$ cat config.mk
export PLATFORM = sky130hd
export DESIGN_NAME = rob_commit
export DESIGN_NICKNAME = d
export VERILOG_FILES = /design/src/rtl/rob_commit.sv
export SDC_FILE = /design/constraint.sdc
export NUM_CORES = 1
export LEC_CHECK = 0
export BUFFER_PORTS_ARGS = -buffer_cell sky130_fd_sc_hd__buf_2
export CAP_MARGIN = 15
export CORE_MARGIN = 3
export CORE_UTILIZATION = 65
export CTS_CLUSTER_SIZE = 16
export DETAILED_ROUTE_END_ITERATION = 8
export PLACE_DENSITY_LB_ADDON = 0.25
export SLEW_MARGIN = 0
export SYNTH_ARGS = -nofsm -noshare
export SYNTH_HDL_FRONTEND = slang
export SYNTH_SLANG_ARGS = --single-unit
$ cat constraint.sdc
create_clock -name clk -period 8 [get_ports clk]
set_input_delay 0.8 -clock clk [delete_from_list [all_inputs] [get_ports clk]]
set_output_delay 0.8 -clock clk [all_outputs]
set_load 0.03 [all_outputs]
$ cat src/rtl/rob_commit.sv
// rob_commit: in-order commit end of register renaming.
// Records allocations at the tail and marks out-of-order completions as done.
// Retires one entry per cycle from the head, in program order, and returns
// the superseded physical register to the free list.
// Retire path: the decision is registered into stage 1, then into the
// output stage, so retire_valid rises two edges after the done bit is set.
module rob_commit #(
  parameter int DEPTH  = 16,
  parameter int ROB_W  = 4,
  parameter int AREG_W = 5,
  parameter int PREG_W = 6
) (
  input  logic              clk,
  input  logic              rst,
  input  logic              alloc_valid,
  input  logic              alloc_regwrite,
  input  logic [AREG_W-1:0] alloc_dr,
  input  logic [PREG_W-1:0] alloc_dr_p,
  input  logic [PREG_W-1:0] alloc_old_p,
  output logic              alloc_ready,
  output logic [ROB_W-1:0]  alloc_rob_num,
  input  logic              cmpl_valid,
  input  logic [ROB_W-1:0]  cmpl_rob_num,
  output logic              retire_valid,
  output logic [ROB_W-1:0]  retire_rob_num,
  output logic [AREG_W-1:0] retire_dr,
  output logic [PREG_W-1:0] retire_dr_p,
  output logic              free_valid,
  output logic [PREG_W-1:0] free_p,
  output logic [ROB_W:0]    count,
  output logic              empty,
  output logic              full
);

  localparam logic [ROB_W:0] DEPTH_C = DEPTH[ROB_W:0];

  typedef struct packed {
    logic              rw;
    logic [AREG_W-1:0] dr;
    logic [PREG_W-1:0] drP;
    logic [PREG_W-1:0] oldP;
  } robEnt_t;

  logic [DEPTH-1:0] entValid, entDone;
  robEnt_t          ent [DEPTH];
  logic [ROB_W-1:0] head, tail;

  logic             s1Vld;
  logic [ROB_W-1:0] s1Tag;
  robEnt_t          s1Ent;

  logic allocFire, retFire;

  assign full          = (count == DEPTH_C);
  assign empty         = (count == '0);
  assign alloc_ready   = ~full;
  assign alloc_rob_num = tail;
  assign allocFire     = alloc_valid & alloc_ready;
  // Uses the pre-edge done bit: a completion to the head this cycle retires next cycle.
  assign retFire       = entValid[head] & entDone[head];

  // Entry payload is only meaningful while valid, so it needs no reset.
  always_ff @(posedge clk) begin
    if (allocFire)
      ent[tail] <= '{rw: alloc_regwrite, dr: alloc_dr, drP: alloc_dr_p, oldP: alloc_old_p};
  end

  // Occupancy, completion marking, head/tail pointers and the two retire stages.
  always_ff @(posedge clk) begin
    if (rst) begin
      head           <= '0;
      tail           <= '0;
      count          <= '0;
      entValid       <= '0;
      entDone        <= '0;
      s1Vld          <= 1'b0;
      s1Tag          <= '0;
      s1Ent          <= '0;
      retire_valid   <= 1'b0;
      retire_rob_num <= '0;
      retire_dr      <= '0;
      retire_dr_p    <= '0;
      free_valid     <= 1'b0;
      free_p         <= '0;
    end else begin
      // Completion to an invalid slot is dropped; repeats are harmless.
      if (cmpl_valid && entValid[cmpl_rob_num])
        entDone[cmpl_rob_num] <= 1'b1;
      // Retire clear comes after completion so a repeat completion cannot revive the head.
      if (retFire) begin
        entValid[head] <= 1'b0;
        entDone[head]  <= 1'b0;
        head           <= head + 1'b1;
      end
      // Alloc cannot hit the retiring slot: that would require full, which blocks alloc.
      if (allocFire) begin
        entValid[tail] <= 1'b1;
        entDone[tail]  <= 1'b0;
        tail           <= tail + 1'b1;
      end
      case ({allocFire, retFire})
        2'b10:   count <= count + 1'b1;
        2'b01:   count <= count - 1'b1;
        default: count <= count;
      endcase

      s1Vld <= retFire;
      if (retFire) begin
        s1Tag <= head;
        s1Ent <= ent[head];
      end

      retire_valid <= s1Vld;
      free_valid   <= s1Vld & s1Ent.rw & (s1Ent.oldP != '0);
      if (s1Vld) begin
        retire_rob_num <= s1Tag;
        retire_dr      <= s1Ent.dr;
        retire_dr_p    <= s1Ent.drP;
        free_p         <= s1Ent.oldP;
      end
    end
  end

endmodule

* Yosys cells after proc, flatten, opt, wreduce, memory -nomap -nowiden
Memories as Yosys holds them, arrays and structs flattened. A register that Yosys moved wholly into a read port is not among the register bits.
Index checks and enable logic that the tools add are counted.
** Storage, ports and cells
- Memories :: 1
- Word-level logic and storage cells :: 69
- Register bits :: 73
- Memory bits (writable) :: 288
- Input bits :: 26
- Output and inout port bits :: 35
** Memory list
- ent :: words 16, width 18, rd ports 1, clocked after memory_dff 1, wr ports 1, line 45 : robEnt_t ent [DEPTH];
** Operators by class
- Order comparisons :: 6
- Equal/unequal tests :: 3
- $add $sub $neg :: 4
- Bitwise gates (word level) :: 12
- Reductions and logical operators :: 7
- Mux-type cells :: 23
** Operators by type and width (count)
- $mux W16 :: 8
- $and A16 B16 Y16 :: 3
- $not A16 Y16 :: 2
- $or A16 B16 Y16 :: 2
- $lt A4 B5 Y1 const B :: 3
- $bmux W1 S4 :: 3
- $demux W1 S4 :: 3
- $ge A4 B1 Y1 const B :: 3
- $pmux W5 S2 :: 1
- $add A4 B1 Y4 const B :: 2
- $mux W1 :: 8
- $reduce_bool A6 Y1 :: 1
- $add A5 B1 Y5 const B :: 1
- $eq A5 B5 Y1 const B :: 1
- $logic_not A5 Y1 :: 1
- $sub A5 B1 Y5 const B :: 1
- $and A1 B1 Y1 :: 4
- $logic_and A1 B1 Y1 :: 4
- $eq A2 B1 Y1 const B :: 1
- $eq A2 B2 Y1 const B :: 1
- $reduce_bool A2 Y1 :: 1
- $not A1 Y1 :: 1

* Longest topological paths before layout
Gate-level depths: netlist of run 1.
- Depth after elaboration :: 12
- Gate-level depth with buffers :: 15
- Depth with buffers taken out :: 12

* Least setup slack after synthesis of run 1
No wires, ideal clock.
- Path kind :: reg2reg
- From :: register head[1]
- To :: register count[4]
- Cell stages (with the launch flop) :: 16
- Arrival time :: 3091 ps
- Setup slack :: 4838 ps
- Period minus slack after synthesis :: 3162 ps
- Data required time :: 7929 ps
- Path through :: dfxtp_1 -> buf_4 -> inv_4 -> mux4_2 -> o22a_1 -> buf_6 -> buf_2 -> nand2_1 -> ha_1 -> xor2_1 -> ha_1 -> a211o_1 -> a21oi_1 -> a221oi_1 -> or3_1 -> a21oi_1
** On the way
- Longest elaborated chain between the ends :: 5
- Elaborated cells between the ends (all ways) :: 9
- Those cells by class :: eq/ne: 2; mux: 5; bitwise: 1; reduce/logical: 1
** Ends and longest elaborated chain
- start, declared :: line 46 : logic [ROB_W-1:0] head, tail;
- start signal, assigned :: line 93 : head <= head + 1'b1;
- $bmux W1 S4 :: line 60 : assign retFire = entValid[head] & entDone[head];
- $mux W1 (implied by the code) :: line 60
- $and A1 B1 Y1 (*) :: line 60
- named net retFire :: line 52 : logic allocFire, retFire;
- $eq A2 B1 Y1 or $eq A2 B2 Y1 (tied branches) :: line 101 : case ({allocFire, retFire})
- $pmux W5 S2 or $reduce_bool A2 Y1 (tied branches)
- end signal, assigned :: line 102 : 2'b10: count <= count + 1'b1;
- end signal, assigned :: line 103 : 2'b01: count <= count - 1'b1;
- end signal, assigned :: line 104 : default: count <= count;
- end, declared :: line 30 : output logic [ROB_W:0] count,
Mark *: on every way through the listed nets, which the timed path passes. The rest lies on a longest branch. The select of a mux whose other input is x is not followed.
A chain may end at the register's enable or synchronous reset.

* Worst setup path after layout of run 1
- From :: register head[2]
- To :: register count[4]
The elaborated chain is that of the path after synthesis.

==> impl_results.rst, run 1 <==
.. list-table::
   :header-rows: 1

   * - Metric
     - Value
   * - Hold Worst Slack
     - 450 ps
   * - Share of flip-flops with an asynchronous set or reset after synthesis
     - 0%
   * - Synthesis-to-finish area growth
     - 11.6%
   * - Critical path endpoint category
     - flop
   * - Ratio of routed vias to standard cells
     - ~6.7
   * - Mapped Area
     - between 10000 and 15000 um^2
   * - Starting density of the core
     - between 60% and 70%
   * - Final Slew Violations
     - 0
   * - Register bit total from synthesis
     - about 380
   * - Sw Share
     - 20.1%
   * - Total DRC errors in the routed layout
     - 0
   * - Gates resized, CTS repair
     - 0
   * - Maximum number of pins on one net before global-route repair
     - 96
   * - Pin slew with the least headroom to its limit
     - 1190 ps
   * - Vias in the first global route
     - around 8600
   * - Share of the synthesized area in the top cell type
     - ~58%
   * - Slowest stage cell on the critical path
     - sky130_fd_sc_hd__dfxtp_1
   * - End of the worst register-to-register path
     - count[4]
   * - I/O pin count
     - just over 60
   * - Setup slack, reg-to-reg
     - approximately 4800 ps
   * - Highest clock rate
     - around 310 MHz
   * - Post-layout utilization of the core
     - 75.1%
   * - Insertion delay of the later-clocked pin in the worst-skew pair
     - roughly 520 ps
   * - Initial antenna violation count
     - 0
   * - Setup violations, final
     - 0
   * - I/O Buffers
     - 60
   * - Number of buffers on the longest clock path
     - 3
   * - CTS tree
     - built
   * - Number of buffers inserted during clock tree synthesis
     - 38
   * - Number of nets still failing antenna checks after routing
     - 0
   * - Crit path kind
     - reg -> reg
   * - Cts hold-fix bufs
     - 0
   * - Most used DFF post-synth
     - sky130_fd_sc_hd__edfxtp_1
   * - Largest incremental delay on the critical path
     - ~730 ps
   * - Syn Nets
     - 958
   * - Netlist cell types
     - 48
   * - Total Routed Length
     - between 30 and 40 mm
   * - Most area-consuming cells after synthesis
     - sky130_fd_sc_hd__edfxtp_1, sky130_fd_sc_hd__dfxtp_1, sky130_fd_sc_hd__mux4_2, sky130_fd_sc_hd__a21oi_1, sky130_fd_sc_hd__a22oi_1
   * - Fraction of power consumed by sequential logic
     - between 50% and 60%
   * - Critical path endpoint
     - count[4]
   * - Wire length of the first global-routing pass
     - 51.4 mm
   * - Number of cells produced by synthesis
     - 920
   * - Row cnt
     - between 50 and 60
   * - Diodes inserted
     - 0
   * - Final HPWL DP
     - roughly 18 mm
   * - TNS Setup
     - 0 ps
   * - Initial DRC count
     - about 1100
   * - Routability cong.
     - just under 0.9
   * - Combined global-route utilization of all metal layers
     - roughly 28%
   * - Total via count in the routed design
     - approximately 8700
   * - Detailed-routing iteration count for the pre-antenna-repair pass
     - 6
   * - Startpoint of the lowest-slack register-to-register path
     - head[2]
   * - Tightest Hold Check Type
     - reg -> reg
   * - Leading area contributor after synthesis
     - sky130_fd_sc_hd__edfxtp_1
   * - Count of flip-flops with a built-in enable after synthesis
     - ~290
   * - Setup repair after global routing missed its margin
     - false
   * - TritonCTS sink count
     - ~380
   * - Total global routing overflow
     - 0
   * - Arrival @ worst endpoint
     - around 3600 ps
   * - Final nets
     - 1020
   * - CP required
     - between 8000 and 9000 ps
   * - Die boundary height
     - 157 um
   * - Critical path startpoint category
     - flop
   * - Areal power density over the cells
     - between 200 and 250 nW/um^2
   * - Max-slew headroom at the worst pin
     - a little over a fifth
   * - Count of cells along the worst register-to-register path
     - 11
   * - Proportion of power drawn by combinational gates
     - between 2 and 3%
   * - Switching component of the power
     - around 0.8 mW
   * - Result of the run
     - finished clean
   * - Maximum fanout encountered on the critical timing path
     - 20
   * - Area of the placeable core
     - 22200 um^2
   * - Die area
     - 24800 um^2
   * - Clock input transition at the sequential cells of the worst setup and hold paths
     - around 60 ps
   * - Tcrit/Tclk final
     - between 30 and 40%
   * - Clock tree root driver cell
     - sky130_fd_sc_hd__clkbuf_16
   * - Clock network fraction of design power
     - between 40 and 50%
   * - Fraction of layout instances using a drive strength above 1
     - between 20% and 30%
   * - Static leakage power
     - about 5.5 nW
   * - Peak supply drop
     - ~0.00024 V
   * - Post-synthesis sequential area ratio
     - a little over two thirds
   * - Avg Inst Size Synth
     - 16.2 um^2
   * - CTS HTree Levels
     - 2
   * - Hold Path Stages
     - 1
   * - Cell breakdown of the critical path
     - mux4_2, o22a_1, nand2_1, ha_1, xor2_1, ha_1, a211o_1, a21oi_1, a221oi_1, or3_1, a21oi_1
   * - Final worst path period need
     - 3190 ps
   * - Max cap viols
     - 0
   * - Clock tree skew after final layout
     - about 13 ps
   * - Post-CTS setup-driven buffer insertion count
     - 0
   * - Width of the die
     - 157 um
   * - Critical Path Source
     - head[2]
   * - Synth Warn #
     - 0
   * - Internal power consumption
     - approximately 3.2 mW
   * - Number of hold violations in the final report
     - 0
   * - Average wire length per cell after detail routing
     - about 27 um
cell families (layout without fill, tap and decap cells):
group,Yosys count,after routing,synth area share (%)
fa+ha+maj,12,12,1.01
buf+inv,78,169,2.51
compound gates,149,149,6.19
flops,379,379,70.2
mux,102,102,13.5
simple gates,194,194,6.21
xor+xnor,6,6,0.353
per-layer routing:
metal / share of wire [%] / GRT usage (%)
met1: 38 / 39.1
met2: 49 / 45.4
met3: 9.5 / 5.83
met4: 4.1 / 11.6
met5: 0 / 0
cell usage after synthesis (3+ instances only):
cell and count:
sky130_fd_sc_hd__nand2b_1 10, sky130_fd_sc_hd__a31oi_1 4, sky130_fd_sc_hd__or3_1 3, sky130_fd_sc_hd__buf_6 3, sky130_fd_sc_hd__inv_1 19, sky130_fd_sc_hd__a22oi_1 36
sky130_fd_sc_hd__mux4_2 79, sky130_fd_sc_hd__a21oi_1 56, sky130_fd_sc_hd__clkbuf_1 20, sky130_fd_sc_hd__buf_1 6, sky130_fd_sc_hd__ha_1 12, sky130_fd_sc_hd__xor2_1 4
sky130_fd_sc_hd__nand3_1 35, sky130_fd_sc_hd__buf_2 21, sky130_fd_sc_hd__nor2_1 55, sky130_fd_sc_hd__mux2i_1 22, sky130_fd_sc_hd__nor4_1 17, sky130_fd_sc_hd__o21ai_2 4
sky130_fd_sc_hd__edfxtp_1 288, sky130_fd_sc_hd__o21ai_0 28, sky130_fd_sc_hd__buf_4 8, sky130_fd_sc_hd__o32ai_1 5, sky130_fd_sc_hd__nor2b_1 8, sky130_fd_sc_hd__dfxtp_1 91
sky130_fd_sc_hd__o21ai_1 7, sky130_fd_sc_hd__nand2_1 50
flip-flops by register name (all words and copies together), names as in the netlist:
register and flops:
free_valid 1, retire_dr 5, retire_dr_p 6, count 5, s1Ent 18, retire_rob_num 4
free_p 6, s1Tag 4, alloc_rob_num 4, head 4, s1Vld 1, ent 288
entValid 16, retire_valid 1, entDone 16
layout make-up:
class,instances,area (um^2)
clock buffer,57,1110
clock inverter,12,90.1
fill,1302,5520
inverter,20,77.6
multi-input combinational,463,4080
sequential,379,10500
tap,280,350
timing repair buffer,80,450
stage by stage:
step                std cells  setup WS [ps]  cell area, um^2  power [mW]
CTS                      1291           4800            16600        3.98
finish                   1291           4810            16600        3.96
floorplan                 920           4840            14900        2.24
global route             1291           4550            16600        4.06
detailed placement       1222           4810            15400        2.29
global placement         1222           4870            15400        2.28
layout by cell type (no fill, tap or decap), drive strengths merged, types with 3 or more instances in the layout:
master  synthesis  final
a21oi          56     56
a22oi          36     36
a31oi           4      4
buf            38     80
clkbuf         20     57
clkinv          0      9
dfxtp          91     91
edfxtp        288    288
ha             12     12
inv            20     21
mux2i          22     22
mux4           79     79
nand2          50     50
nand2b         10     10
nand3          35     35
nor2           55     55
nor2b           8      8
nor3b           3      3
nor4           17     17
o21ai          39     39
o32ai           5      5
or3             3      3
xor2            4      4
power by group through the flow:
stage	Clock (mW)	Sequential [mW]	Combinational, mW
final	1.71	2.14	0.103
after global routing	1.81	2.15	0.111
after CTS	1.73	2.14	0.103
after detailed placement	0	2.19	0.103
after global placement	0	2.18	0.0994
after floorplan	0	2.19	0.0512
worst max-delay path, delay by kind of cell, from the launching register on:
| family | cells | cell delay (ps) |
|---|---|---|
| XOR/XNOR | 1 | 110 |
| flip-flops | 1 | 730 |
| adder cells (fa/ha/maj) | 2 | 540 |
| AO/OA/AOI/OAI | 5 | 870 |
| multiplexers | 1 | 440 |
| AND/OR/NAND/NOR | 2 | 440 |
worst min-delay path by stage:
| stage | start | to | slack (ps) |
|---|---|---|---|
| 2_1_floorplan | s1Ent[17] | free_valid | 430 |
| 3_3_place_gp | s1Ent[17] | free_valid | 440 |
| 4_1_cts | s1Ent[17] | free_valid | 450 |
| 5_1_grt | s1Ent[17] | free_valid | 480 |
| 6_report | s1Ent[17] | free_valid | 450 |
| 3_5_place_dp | s1Ent[17] | free_valid | 440 |
Note: power is estimated with default switching activity, not from simulation.
==> run 2: changes to the inputs <==
Settings changed: CORE_UTILIZATION 65 to 61.
Clock period 8 ns to 3.3 ns, I/O delays scaled along.
==> run 2 against run 1 <==
Net effect:
- global-route usage fell by 1.3 points
- non-clock buffer count increased by 14
- register-to-register slack worse by 4500 ps
- worst setup slack worse by 4500 ps
- die area increased by 6.3%
- critical path depth is 1 higher
- fmax rose by 7.6%
- clock-buffer cell count decreased by 5
- first-iteration DRC count decreased by 14%
- largest power group unchanged
- core utilization fell by 4.4 points
- worst hold slack worse by 280 ps
==> impl_results.rst, run 2 (same netlist as run 1, synthesis figures left out) <==
.. list-table::
   :header-rows: 1

   * - Metric
     - Value
   * - CTS tree
     - built
   * - Max-slew headroom at the worst pin
     - 41.0% (+20 points)
   * - Cell area after placement
     - 15600 um^2 (+1.4%)
   * - Tcrit/Tclk final
     - 89.8% (+50 points)
   * - Max reg flops
     - 288 (unchanged)
   * - Max cap viols
     - 0 (unchanged)
   * - Setup repair after global routing missed its margin
     - false
   * - Combined global-route utilization of all metal layers
     - 27.1% (-1.3 points)
   * - Ratio of routed vias to standard cells
     - 6.42 (-4.1%)
   * - TritonCTS sink count
     - 379 (unchanged)
   * - Peak supply drop
     - 0.000463 V (+91%)
   * - Arrival @ worst endpoint
     - 3430 ps (-200 ps)
   * - Gates resized, CTS repair
     - 0 (unchanged)
   * - Row cnt
     - 56 (+3.7%)
   * - TNS Setup
     - 0 ps (unchanged)
   * - Final worst path period need
     - 2960 ps (-226 ps)
   * - Total via count in the routed design
     - 8635 (-0.17%)
   * - Die boundary height
     - 162 um (+3.1%)
   * - Final Slew Violations
     - 0 (unchanged)
   * - Final non-filler cell area
     - 16800 um^2 (+0.83%)
   * - Fillers
     - 1499 (+15%)
   * - Largest registers in the final layout
     - ent: 288 flops, s1Ent: 18 flops
   * - Total Routed Length
     - 34.7 mm (+0.58%)
   * - CP required
     - 3770 ps (-4670 ps)
   * - Largest register by flop count
     - ent
   * - CTS HTree Levels
     - 2 (unchanged)
   * - Area of the placeable core
     - 23800 um^2 (+7.2%)
   * - Width of the die
     - 162 um (+3.1%)
   * - Post-route insts no fill
     - 1344 (+4.1%)
   * - Post-place setup slack
     - 361 ps (-4450 ps)
   * - Post-CTS setup-driven buffer insertion count
     - 0 (unchanged)
   * - Insertion delay of the later-clocked pin in the worst-skew pair
     - 530 ps (about the same)
   * - Critical path endpoint category
     - flop
   * - Cts hold-fix bufs
     - 0 (unchanged)
   * - Number of buffers inserted during clock tree synthesis
     - 38 (unchanged)
   * - Number of buffers on the longest clock path
     - 3 (unchanged)
   * - Most common library cell in the layout ignoring fill and taps
     - sky130_fd_sc_hd__edfxtp_1
   * - PnR worst setup slack
     - 337 ps (-4470 ps)
   * - Initial DRC count
     - 965 (-14%)
   * - Final nets
     - 1034 (+1.4%)
   * - Die area
     - 26300 um^2 (+6.3%)
   * - Number of hold violations in the final report
     - 0 (unchanged)
   * - Synthesis-to-finish area growth
     - 12.5%
   * - Crit path kind
     - reg -> reg
   * - Clock tree root driver cell
     - sky130_fd_sc_hd__clkbuf_16
   * - Total DRC errors in the routed layout
     - 0 (unchanged)
   * - Average wire length per cell after detail routing
     - 25.8 um (-3.4%)
   * - Static leakage power
     - 5.52 nW (+0.78%)
   * - Tightest Hold Check Type
     - in -> reg
   * - Placed cell count
     - 1275 (+4.3%)
   * - Fraction of layout instances using a drive strength above 1
     - 23.0% (+0.20 points)
   * - Maximum fanout encountered on the critical timing path
     - 8 (-60%)
   * - Clock input transition at the sequential cells of the worst setup and hold paths
     - 60 ps (about the same)
   * - Final HPWL DP
     - 19.3 mm (+8.3%)
   * - Pin slew with the least headroom to its limit
     - 886 ps (-300 ps)
   * - Highest clock rate
     - 337 MHz (+7.6%)
   * - Result of the run
     - finished clean
   * - Starting density of the core
     - 62.8% (-4.5 points)
   * - Initial antenna violation count
     - 2 (+2)
   * - Maximum number of pins on one net before global-route repair
     - 58 (-40%)
   * - Critical path startpoint category
     - flop
   * - I/O pin count
     - 61 (unchanged)
   * - Vias in the first global route
     - 8623 (+0.24%)
   * - Areal power density over the cells
     - 561 nW/um^2 (+140%)
   * - Setup violations, final
     - 0 (unchanged)
   * - Clock tree skew after final layout
     - 12.6 ps (-0.661 ps)
   * - Post-layout utilization of the core
     - 70.6% (-4.4 points)
   * - Total global routing overflow
     - 0 (unchanged)
   * - Detailed-routing iteration count for the pre-antenna-repair pass
     - 6 (unchanged)
   * - Wire length of the first global-routing pass
     - 52.6 mm (+2.4%)
   * - Number of nets still failing antenna checks after routing
     - 0 (unchanged)
   * - Design Power
     - 9.41 mW (+140%)
   * - Most frequent cells in the layout
     - sky130_fd_sc_hd__edfxtp_1, sky130_fd_sc_hd__dfxtp_1, sky130_fd_sc_hd__mux4_2
   * - I/O Buffers
     - 60 (unchanged)
   * - Routability cong.
     - 0.874 (-1.2%)
   * - Hold Worst Slack
     - 174 ps (-276 ps)
==> run 2: cell count changes in the layout (fill, tap and decap cells not counted), sizes merged <==
cell,change
clkbuf,-5
diode,+1
buf,+14
clkinv,+4
==> run 2: cell type report <==
class / instances / area [um^2] / share of cell area, %
clock inverter: 16 / 100 / 0.597
tap: 319 / 399 / 2.38
clock buffer: 52 / 1020 / 6.11
inverter: 20 / 77.6 / 0.462
multi-input combinational: 463 / 4080 / 24.3
sequential: 379 / 10500 / 62.5
antenna: 1 / 2.50 / 0.0149
timing repair buffer: 94 / 618 / 3.68
==> run 2: worst paths after layout <==
check	startpoint	end	slack, ps	cells past startpoint
min reg2reg	s1Ent[14]	s1Ent[14]	460	2
max	head[1]	count[4]	340	12
max reg2reg	head[1]	count[4]	340	12
min	alloc_dr_p[3]	ent[0][9]	170	1
==> run 2: layer usage <==
metal / global-route usage, % / routed length [um] / vias up / part of all wire (%)
met3: 4.97 / 3130 / 89 / 9.0
met4: 9.54 / 1110 / 2 / 3.2
met2: 44.0 / 17100 / 461 / 49
met5: 0 / 13 / - / 0.038
met1: 37.5 / 13300 / 4337 / 38
li1: - / - / 3746 / -
==> run 2: critical path: stages (launching register included) <==
cell                       delay (ps)
sky130_fd_sc_hd__dfxtp_4          360
sky130_fd_sc_hd__inv_4             90
sky130_fd_sc_hd__mux4_2           550
sky130_fd_sc_hd__o22a_1           240
sky130_fd_sc_hd__nand2_1          100
sky130_fd_sc_hd__ha_1             300
sky130_fd_sc_hd__xor2_1           110
sky130_fd_sc_hd__ha_1             220
sky130_fd_sc_hd__a211o_1          270
sky130_fd_sc_hd__a21oi_1          140
sky130_fd_sc_hd__a221oi_1          70
sky130_fd_sc_hd__or3_1            320
sky130_fd_sc_hd__a21oi_1          140
==> run 2: report_power, final <==
group / internal, mW / switching (mW)
Clock: 2.25 / 1.71
Combinational: 0.0793 / 0.173
Sequential: 5.18 / 0.0225
Total: 7.51 / 1.91
==> run 3: changes to the inputs <==
Settings changed: CORE_UTILIZATION 61 to 65.
Clock period 3.3 ns to 3.5 ns, I/O delays scaled along.
==> run 3 against run 2 <==
Net effect:
- the run now ends with DRC left
- power down 3.3%
- non-clock buffer count unchanged
- global-route usage grew 2.6 points
- highest routed layer is now met4
- combinational power is essentially flat
- register-to-register slack better by 160 ps
==> impl_results.rst, run 3 (same netlist as run 1, synthesis figures left out) <==
.. list-table::
   :header-rows: 1

   * - Metric
     - Value
   * - Result of the run
     - complete, but fails checks
   * - Violations in the final reports
     - DRC
   * - Final nets
     - 1034 (unchanged)
   * - Routability cong.
     - 0.894 (+2.4%)
   * - Die area
     - 24800 um^2 (-5.9%)
   * - Static leakage power
     - 5.54 nW (+0.44%)
   * - Total Routed Length
     - 35.8 mm (+3.2%)
   * - Switching component of the power
     - 1.82 mW (-4.6%)
   * - Sw Share
     - 20.0% (-0.26 points)
   * - Routed length on met1
     - 12.9 mm (-2.6%)
   * - End of the worst register-to-register path
     - count[4]
   * - CTS tree
     - built
   * - Startpoint of the lowest-slack register-to-register path
     - head[1]
   * - Final HPWL DP
     - 19.1 mm (-0.85%)
   * - Most frequent cells in the layout
     - sky130_fd_sc_hd__edfxtp_1, sky130_fd_sc_hd__dfxtp_1, sky130_fd_sc_hd__mux4_2
   * - Combined global-route utilization of all metal layers
     - 29.7% (+2.6 points)
   * - Final worst path period need
     - 3000 ps (+39.7 ps)
   * - Routed met3 length
     - 3.69 mm (+18%)
   * - Initial antenna violation count
     - 0 (-2)
   * - Total via count in the routed design
     - 8767 (+1.5%)
   * - Post-place setup slack
     - 551 ps (+190 ps)
   * - Number of nets still failing antenna checks after routing
     - 0 (unchanged)
   * - Cts hold-fix bufs
     - 0 (unchanged)
   * - Critical path endpoint category
     - flop
   * - Largest register by flop count
     - ent
   * - CTS HTree Levels
     - 2 (unchanged)
   * - Clock input transition at the sequential cells of the worst setup and hold paths
     - 60 ps (about the same)
   * - I/O Buffers
     - 60 (unchanged)
   * - Maximum fanout encountered on the critical timing path
     - 8 (unchanged)
   * - Highest clock rate
     - 333 MHz (-1.3%)
   * - Number of buffers on the longest clock path
     - 3 (unchanged)
   * - Detailed-routed wire length on met2
     - 17.4 mm (+1.3%)
   * - Setup violations, final
     - 0 (unchanged)
   * - Average wire length per cell after detail routing
     - 27.5 um (+6.5%)
   * - Width of the die
     - 157 um (-3.0%)
   * - Setup repair after global routing missed its margin
     - false
   * - Fraction of power consumed by sequential logic
     - 53.9% (-1.3 points)
   * - Insertion delay of the later-clocked pin in the worst-skew pair
     - 520 ps (about the same)
   * - Multi-input combinational cell area
     - 4080 um^2 (unchanged)
   * - Count of cells along the worst register-to-register path
     - 12 (unchanged)
   * - Clock tree skew after final layout
     - 12.4 ps (-0.193 ps)
   * - Critical Path Source
     - head[1]
   * - Ratio of routed vias to standard cells
     - 6.73 (+4.8%)
   * - Storage cell area
     - 10500 um^2 (unchanged)
   * - Highest routing layer actually used
     - met4
   * - Tightest Hold Check Type
     - in -> reg
   * - Gates resized, CTS repair
     - 0 (unchanged)
   * - Areal power density over the cells
     - 544 nW/um^2 (-3.1%)
   * - Wire length of the first global-routing pass
     - 53.6 mm (+1.9%)
   * - TritonCTS sink count
     - 379 (unchanged)
   * - Largest registers in the final layout
     - ent: 288 flops, s1Ent: 18 flops
   * - Crit path kind
     - reg -> reg
   * - Tcrit/Tclk final
     - 85.8% (-4.0 points)
   * - Initial DRC count
     - 1088 (+13%)
   * - Internal power consumption
     - 7.28 mW (-3.0%)
   * - Clock tree root driver cell
     - sky130_fd_sc_hd__clkbuf_16
   * - Post-CTS setup-driven buffer insertion count
     - 0 (unchanged)
   * - Diodes inserted
     - 0 (-1)
   * - Critical path startpoint category
     - flop
   * - Number of buffers inserted during clock tree synthesis
     - 38 (unchanged)
   * - Pin slew with the least headroom to its limit
     - 1140 ps (+251 ps)
   * - Proportion of power drawn by combinational gates
     - 2.7% (about the same)
   * - Number of hold violations in the final report
     - 0 (unchanged)
   * - PnR worst setup slack
     - 497 ps (+160 ps)
   * - Peak supply drop
     - 0.000474 V (+2.4%)
   * - Fraction of layout instances using a drive strength above 1
     - 23.5% (+0.44 points)
   * - Max-slew headroom at the worst pin
     - 24.2% (-17 points)
   * - Synthesis-to-finish area growth
     - 12.3%
   * - Detailed-routing iteration count for the pre-antenna-repair pass
     - 8 (+2)
   * - Arrival @ worst endpoint
     - 3440 ps (about the same)
   * - CP required
     - 3930 ps (+160 ps)
   * - I/O pin count
     - 61 (unchanged)
   * - Total global routing overflow
     - 0 (unchanged)
   * - Most common library cell in the layout ignoring fill and taps
     - sky130_fd_sc_hd__edfxtp_1
   * - Maximum number of pins on one net before global-route repair
     - 77 (+33%)
   * - Setup slack, reg-to-reg
     - 500 ps (+160 ps)
   * - Row cnt
     - 54 (-3.6%)
   * - Vias in the first global route
     - 8852 (+2.7%)
   * - Max reg flops
     - 288 (unchanged)
   * - Area of the placeable core
     - 22200 um^2 (-6.7%)
   * - Final Slew Violations
     - 0 (unchanged)
   * - Critical path endpoint
     - count[4]
   * - Total DRC errors in the routed layout
     - 1 (+1)
   * - Starting density of the core
     - 67.3% (+4.5 points)
   * - TNS Setup
     - 0 ps (unchanged)
   * - Max cap viols
     - 0 (unchanged)
   * - Die boundary height
     - 157 um (-3.0%)
   * - Clock network fraction of design power
     - 43.4% (+1.3 points)
   * - Fillers
     - 1275 (-15%)
-- run 3: cell types whose count changed in the layout (fill, tap and decap cells not counted), sizes merged --
cell	previous run	this run
clkinv	13	14
clkbuf	52	46
bufinv	1	4
diode	1	0
-- run 3: layout make-up --
cell class,instances,share of cell area [%]
Inverter,20,0.464
Tap cell,280,2.09
Multi-Input combinational cell,463,24.4
Sequential cell,379,62.6
Timing Repair Buffer,94,3.32
Clock buffer,46,5.99
Clock inverter,20,1.15
-- run 3: how the worst min path moves through the flow --
stage                              from          to  slack [ps]  cells after the start
after floorplan               s1Ent[17]  free_valid         430                      1
after global placement        s1Ent[17]  free_valid         450                      1
after detailed placement      s1Ent[17]  free_valid         450                      1
after CTS                 alloc_dr_p[2]  ent[11][8]         180                      1
after global routing      alloc_dr_p[2]   ent[6][8]         190                      1
final                     alloc_dr_p[2]  ent[10][8]         190                      1
-- run 3: power by group through the flow --
| stage | clock [mW] | sequential [mW] | combinational [mW] |
|---|---|---|---|
| after floorplan | 0 | 5.00 | 0.117 |
| after global placement | 0 | 4.99 | 0.239 |
| after detailed placement | 0 | 5.00 | 0.243 |
| after CTS | 3.98 | 4.90 | 0.248 |
| after global routing | 4.16 | 4.90 | 0.269 |
| final | 3.95 | 4.90 | 0.249 |
-- run 3: per-stage QoR --
stage,hold slack (ps),power (mW),cells,instance area [um^2],util [%]
finish,191,9.10,1302,16700,75.5
global route,195,9.33,1302,16700,75.5
CTS,177,9.13,1302,16700,75.5
detailed placement,447,5.24,1236,15500,70.1
global placement,451,5.23,1236,15500,70.1
floorplan,428,5.12,920,14900,-
-- run 3: critical path: stages, from the launching register on --
cell and delay [ps]:
sky130_fd_sc_hd__dfxtp_4 360, sky130_fd_sc_hd__inv_4 90, sky130_fd_sc_hd__mux4_2 550, sky130_fd_sc_hd__o22a_1 240, sky130_fd_sc_hd__nand2_1 110, sky130_fd_sc_hd__ha_1 310
sky130_fd_sc_hd__xor2_1 110, sky130_fd_sc_hd__ha_1 220, sky130_fd_sc_hd__a211o_1 280, sky130_fd_sc_hd__a21oi_1 140, sky130_fd_sc_hd__a221oi_1 70, sky130_fd_sc_hd__or3_1 320
sky130_fd_sc_hd__a21oi_1 130
-- run 3: metal layers --
layer  global-route usage [%]  up-vias
li1                         -     3751
met1                     39.8     4311
met2                     47.6      577
met3                     5.58      128
met4                     14.9        0
met5                        0        -
